$ cat src/rtl/mbr_pkg.sv
// Shared types for the memory buffer register: FSM state encoding and the
// load-source priority used when ACC and PC loads collide.
package mbr_pkg;

    typedef enum logic [1:0] {
        IDLE    = 2'd0,
        RD_WAIT = 2'd1,
        WR_WAIT = 2'd2
    } state_e;

    typedef enum logic [1:0] {
        SRC_NONE = 2'd0,
        SRC_ACC  = 2'd1,
        SRC_PC   = 2'd2
    } load_src_e;

    // ACC outranks PC when both loads are requested in the same cycle.
    function automatic load_src_e pick_src(input logic ld_acc, input logic ld_pc);
        if (ld_acc)     return SRC_ACC;
        else if (ld_pc) return SRC_PC;
        else            return SRC_NONE;
    endfunction

endpackage

$ cat src/rtl/mbr_timeout.sv
// Wait-state counter for one memory transaction; expire flags the edge at
// which the transaction has waited TIMEOUT cycles without an ack.
module mbr_timeout #(
    parameter int TIMEOUT = 15
) (
    input  logic clk,
    input  logic rst,
    input  logic clr,
    input  logic en,
    output logic expire
);

    localparam int CW = $clog2(TIMEOUT + 1);
    localparam logic [CW-1:0] LAST = CW'(TIMEOUT - 1);

    logic [CW-1:0] count;

    // NOTE: sequential state uses non-blocking assignments so every register
    // samples pre-edge values regardless of block ordering.
    always_ff @(negedge clk or negedge rst) begin
        if (!rst) begin
            count <= '0;
        end else if (clr) begin
            count <= '0;
        end else if (en) begin
            count <= count + CW'(1);
        end
    end

    // The counter value before the edge is k-1 at edge N+k, so expiry is
    // reached when it would step onto TIMEOUT.
    assign expire = (count == LAST);

endmodule

$ cat src/rtl/mbr_mem_if.sv
// Memory buffer register with req/ack memory handshake, timeout and status.
// All state changes on the falling edge of clk; rst is async active-low.
module mbr_mem_if
    import mbr_pkg::*;
#(
    parameter int DATA_W      = 16,
    parameter int PC_W        = 8,
    parameter int PC_ZERO_EXT = 0,
    parameter int TIMEOUT     = 15
) (
    input  logic              clk,
    input  logic              rst,
    input  logic              ld_acc,
    input  logic              ld_pc,
    input  logic              rd_start,
    input  logic              wr_start,
    input  logic [DATA_W-1:0] acc_num,
    input  logic [PC_W-1:0]   pc_num,
    input  logic [DATA_W-1:0] mem_rdata,
    input  logic              mem_ack,
    output logic              mem_rd,
    output logic              mem_wr,
    output logic [DATA_W-1:0] mem_wdata,
    output logic [DATA_W-1:0] buffer_out,
    output logic              busy,
    output logic              done,
    output logic              err
);

    localparam logic [DATA_W-1:0] PC_MASK = ~({DATA_W{1'b1}} << PC_W);

    state_e            state;
    logic              expire;
    logic [DATA_W-1:0] pc_ext;
    logic [DATA_W-1:0] pc_load;

    assign pc_ext  = DATA_W'(pc_num);
    assign pc_load = (PC_ZERO_EXT != 0) ? pc_ext : ((buffer_out & ~PC_MASK) | pc_ext);

    mbr_timeout #(.TIMEOUT(TIMEOUT)) u_timeout (
        .clk    (clk),
        .rst    (rst),
        .clr    (state == IDLE),
        .en     ((state != IDLE) && !mem_ack),
        .expire (expire)
    );

    always_ff @(negedge clk or negedge rst) begin
        if (!rst) begin
            state      <= IDLE;
            mem_rd     <= 1'b0;
            mem_wr     <= 1'b0;
            mem_wdata  <= '0;
            buffer_out <= '0;
            busy       <= 1'b0;
            done       <= 1'b0;
            err        <= 1'b0;
        end else begin
            done <= 1'b0;
            case (state)
                IDLE: begin
                    case (pick_src(ld_acc, ld_pc))
                        SRC_ACC: buffer_out <= acc_num;
                        SRC_PC:  buffer_out <= pc_load;
                        default: ;
                    endcase
                    // Snapshot reads the pre-edge buffer, so a same-cycle load
                    // never leaks into the write data.
                    if (rd_start) begin
                        state  <= RD_WAIT;
                        mem_rd <= 1'b1;
                        busy   <= 1'b1;
                        err    <= 1'b0;
                    end else if (wr_start) begin
                        state     <= WR_WAIT;
                        mem_wr    <= 1'b1;
                        mem_wdata <= buffer_out;
                        busy      <= 1'b1;
                        err       <= 1'b0;
                    end
                end
                RD_WAIT: begin
                    if (mem_ack || expire) begin
                        if (mem_ack) buffer_out <= mem_rdata;
                        else         err        <= 1'b1;
                        state  <= IDLE;
                        mem_rd <= 1'b0;
                        busy   <= 1'b0;
                        done   <= 1'b1;
                    end
                end
                WR_WAIT: begin
                    if (mem_ack || expire) begin
                        if (!mem_ack) err <= 1'b1;
                        state  <= IDLE;
                        mem_wr <= 1'b0;
                        busy   <= 1'b0;
                        done   <= 1'b1;
                    end
                end
                default: begin
                    state  <= IDLE;
                    mem_rd <= 1'b0;
                    mem_wr <= 1'b0;
                    busy   <= 1'b0;
                end
            endcase
        end
    end

endmodule

$ cat config.mk
export PLATFORM = sky130hd
export DESIGN_NAME = mbr_mem_if
export DESIGN_NICKNAME = d
export VERILOG_FILES = /design/src/rtl/mbr_pkg.sv /design/src/rtl/mbr_timeout.sv /design/src/rtl/mbr_mem_if.sv
export SDC_FILE = /design/constraint.sdc
export NUM_CORES = 1
export LEC_CHECK = 0
export CAP_MARGIN = 20
export CORE_MARGIN = 4
export CORE_UTILIZATION = 44
export DETAILED_ROUTE_END_ITERATION = 6
export PLACE_DENSITY = 0.91
export SLEW_MARGIN = 10
export SYNTH_ARGS = -nofsm -noshare
export SYNTH_HDL_FRONTEND = slang
export SYNTH_SLANG_ARGS = --single-unit
$ cat constraint.sdc
create_clock -name clk -period 2.13 [get_ports clk]
set_input_delay 0.426 -clock clk [delete_from_list [all_inputs] [get_ports clk]]
set_output_delay 0.426 -clock clk [all_outputs]
set_load 0.005 [all_outputs]
==> results of run 1 <==
[cell type report]
type / count / area (sq um)
Sequential cell: 43 / 1080
Clock buffer: 6 / 72.6
Clock inverter: 2 / 12.5
Multi-Input combinational cell: 133 / 1220
Tap cell: 67 / 83.8
Timing Repair Buffer: 135 / 1150
Fill cell: 295 / 1090
Inverter: 12 / 45.0
[cells by family after synthesis]
kind of cell	share of synthesized area
AOI/OAI and AO/OA	0.204
xor gates and xnor gates	0.0121
adders and majority gates	0.0288
buffers and inverters	0.0542
DFF	0.496
muxes	0.0524
and+or+nand+nor	0.153
[per-layer routing]
metal | vias to the layer above | routed length [um] | GRT usage
li1 | 978 | - | -
met1 | 1118 | 2780 | 0.264
met2 | 79 | 4260 | 0.399
met3 | 12 | 397 | 0.0424
met4 | 0 | 131 | 0.0717
met5 | - | 0 | 0
[cell usage after synthesis (all sizes together)]
cell     count
ha           5
o32ai        8
or3          1
a21oi       12
xnor2        1
o22a         2
a21boi       1
a31oi        2
nand3        3
nand2       11
nand2b       2
and2         1
inv         12
a21o         1
o21ai       16
nand3b       3
buf          9
nor2         7
mux2i        2
dfrtn       43
or3b         1
or2          1
nand4b       1
nor3b        2
clkbuf       4
xor2         2
and3         1
a2bb2oi      2
and3b        8
a211oi       8
o31ai        8
o32a         1
mux2         8
nor2b       12
[through the flow]
| step | util | setup WS [ps] | total power, mW |
|---|---|---|---|
| floorplan | - | -287 | 2.58 |
| global placement | 0.690 | -828 | 3.64 |
| detailed placement | 0.690 | -971 | 3.76 |
| CTS | 0.731 | -224 | 4.30 |
| global route | 0.770 | -308 | 5.01 |
| finish | 0.770 | -265 | 4.73 |
[registers in the layout, summed over array words and instances, names as in the netlist, 2 cells and up]
register and flops:
state 2, buffer_out 16, u_timeout.count 4, mem_wdata 16
[power groups by stage]
stage	Clock (mW)	Sequential, mW	Combinational, mW
finish	0.520	1.45	2.76
CTS	0.515	1.43	2.36
detailed placement	0	1.46	2.30
global route	0.562	1.51	2.94
floorplan	0	1.46	1.12
global placement	0	1.43	2.21
[repair_timing]
item	CTS	global route
pin swaps	27	17
resized for setup	210	31
buffers inserted	16	13
endpoints found under the setup margin	80	71
cloned	2	0
[worst paths after layout]
kind / to / depth (start not counted) / from
min in group asynchronous: mem_wdata[4]$_DFFE_NN0P_ / 2 / rst
worst min register to register: mem_wdata[7]$_DFFE_NN0P_ / 1 / mem_wdata[7]$_DFFE_NN0P_
max in group asynchronous: mem_wr$_DFFE_NN0P_ / 2 / rst
worst max register to register: buffer_out[3]$_DFFE_NN0P_ / 8 / state[0]$_DFFE_NN0P_
worst max-delay path: buffer_out[2] / 1 / buffer_out[2]$_DFFE_NN0P_
worst min-delay path: mem_wdata[7]$_DFFE_NN0P_ / 1 / mem_wdata[7]$_DFFE_NN0P_
==> reports/qor.yml, run 1 <==
timing:
  skew_ps: 9.54
  worstMarginPinSlew_ps: 390
  final.setup.worst_slack_ps: -265
  rsz0062_at_grt: "true"
  setup_viol: 50
  tns_ps: -7750
  slew_viol_final: 0
  hold_violations: 0
  timing.hold.ws_ps: 454
  slew_headroom: 0.737
critical_path:
  crit_slowest_cell: "dfrtn_1"
  path_buf_inv: 1
  critPathMaxFanout: 3
  cp.required_ps: 1700
  worstSetupEndpointType: "output pin"
  crit_family: "flip-flops"
  crit_path_start_kind: "flop"
  crit_chain: "buf_2"
  critPathKind: "reg2out"
  timing.reg2reg.setup_slack_ps: 170
  slowest_delay_ps: 470
  worstPathArrival_ps: 1970
global_route:
  grt_pass1_vias: 2072
  grt_remaining_overflow: 0
  antenna_found_initial: 0
  grt_pass1_wl_um: 10600
  grtUsageTotal: 0.221
  grt_max_degree: 44
floorplanning:
  core_area_sq_um: 4750
  row_count: 25
  fp.dieW_um: 78.2
  die_h_um: 78.2
  ios: 84
  die_area_sq_um: 6120
  initial_utilization: 0.457
power:
  switching_share: 0.387
  p_seq_frac: 0.307
  power.net_switching_mw: 1.83
  pwr-share-comb: 0.583
  ir_worst_vdd_mv: 0.610
  p_leak_nw: 1.77
  power.share.clock: 0.110
  internal-power_mw: 2.90
  power.density_nw_per_um2: 1290
cells_and_area:
  antenna_cells: 0
  num-nets-final: 382
  final_area_sq_um: 3660
  layout_common_cells: "dfrtn_1 (43), buf_4 (42), buf_2 (39)"
  drive_above_1_share: 0.459
  area_growth_pct: 68.6
  final_common_cell: "dfrtn_1"
  fin_cells: 398
run_status:
  status: "complete, but fails checks"
  violations: "negative setup slack"
min_path:
  hold_path_class: "reg2reg"
synth:
  ys_types: 39
  syn_inst: 201
  synth-seq-cells: 43
  ys_seq_area_frac: 0.496
  ys_warn_count: 0
  syn-num-nets: 253
  synthTopCellsByArea: "dfrtn_1 (50%), o31ai_2 (4.6%), mux2_2 (4.1%)"
  synth_top_area_frac: 0.496
  syn_area_per_cell_sq_um: 10.8
  synth_top_area_cell: "dfrtn_1"
  synth_area_sq_um: 2170
run:
  drv_cap: 0
routing:
  drt_iter0_drc: 160
  drtPass1Iterations: 5
  finalWirelength_um: 7560
  wl_per_cell_um: 19.0
  via_per_inst: 5.49
  num_vias: 2187
  drc: 0
  antenna_left: 0
cts:
  cts.sinks: 43
  cts_tree: "yes"
  cts_made_buffers: 5
  cts.clk_slew.worst_paths_ps: 60
  worstSkewPairLatency_ps: 300
  clock-root-buffer: "clkbuf_8"
  htree_levels: 2
  clock_path_buffers: 2
  hold_buffers: 0
placed_design:
  dpl.cell_count: 362
  io_buffers: 83
  place.gp.congestion: 0.805
  dpl.hpwl_um: 4570
  post_dp_cell_area_sq_um: 3280
Note: power is estimated with default switching activity, not from simulation.
==> run 2, diff against run 1 <==
--- a/config.mk
+++ b/config.mk
@@ -9,6 +9,7 @@
 export CORE_MARGIN = 4
 export CORE_UTILIZATION = 44
 export DETAILED_ROUTE_END_ITERATION = 6
+export GPL_ROUTABILITY_DRIVEN = 0
 export PLACE_DENSITY = 0.91
 export SLEW_MARGIN = 10
 export SYNTH_ARGS = -nofsm -noshare
==> results of run 2 <==
No change in the layout: final DEF, timing and power equal those of run 1.
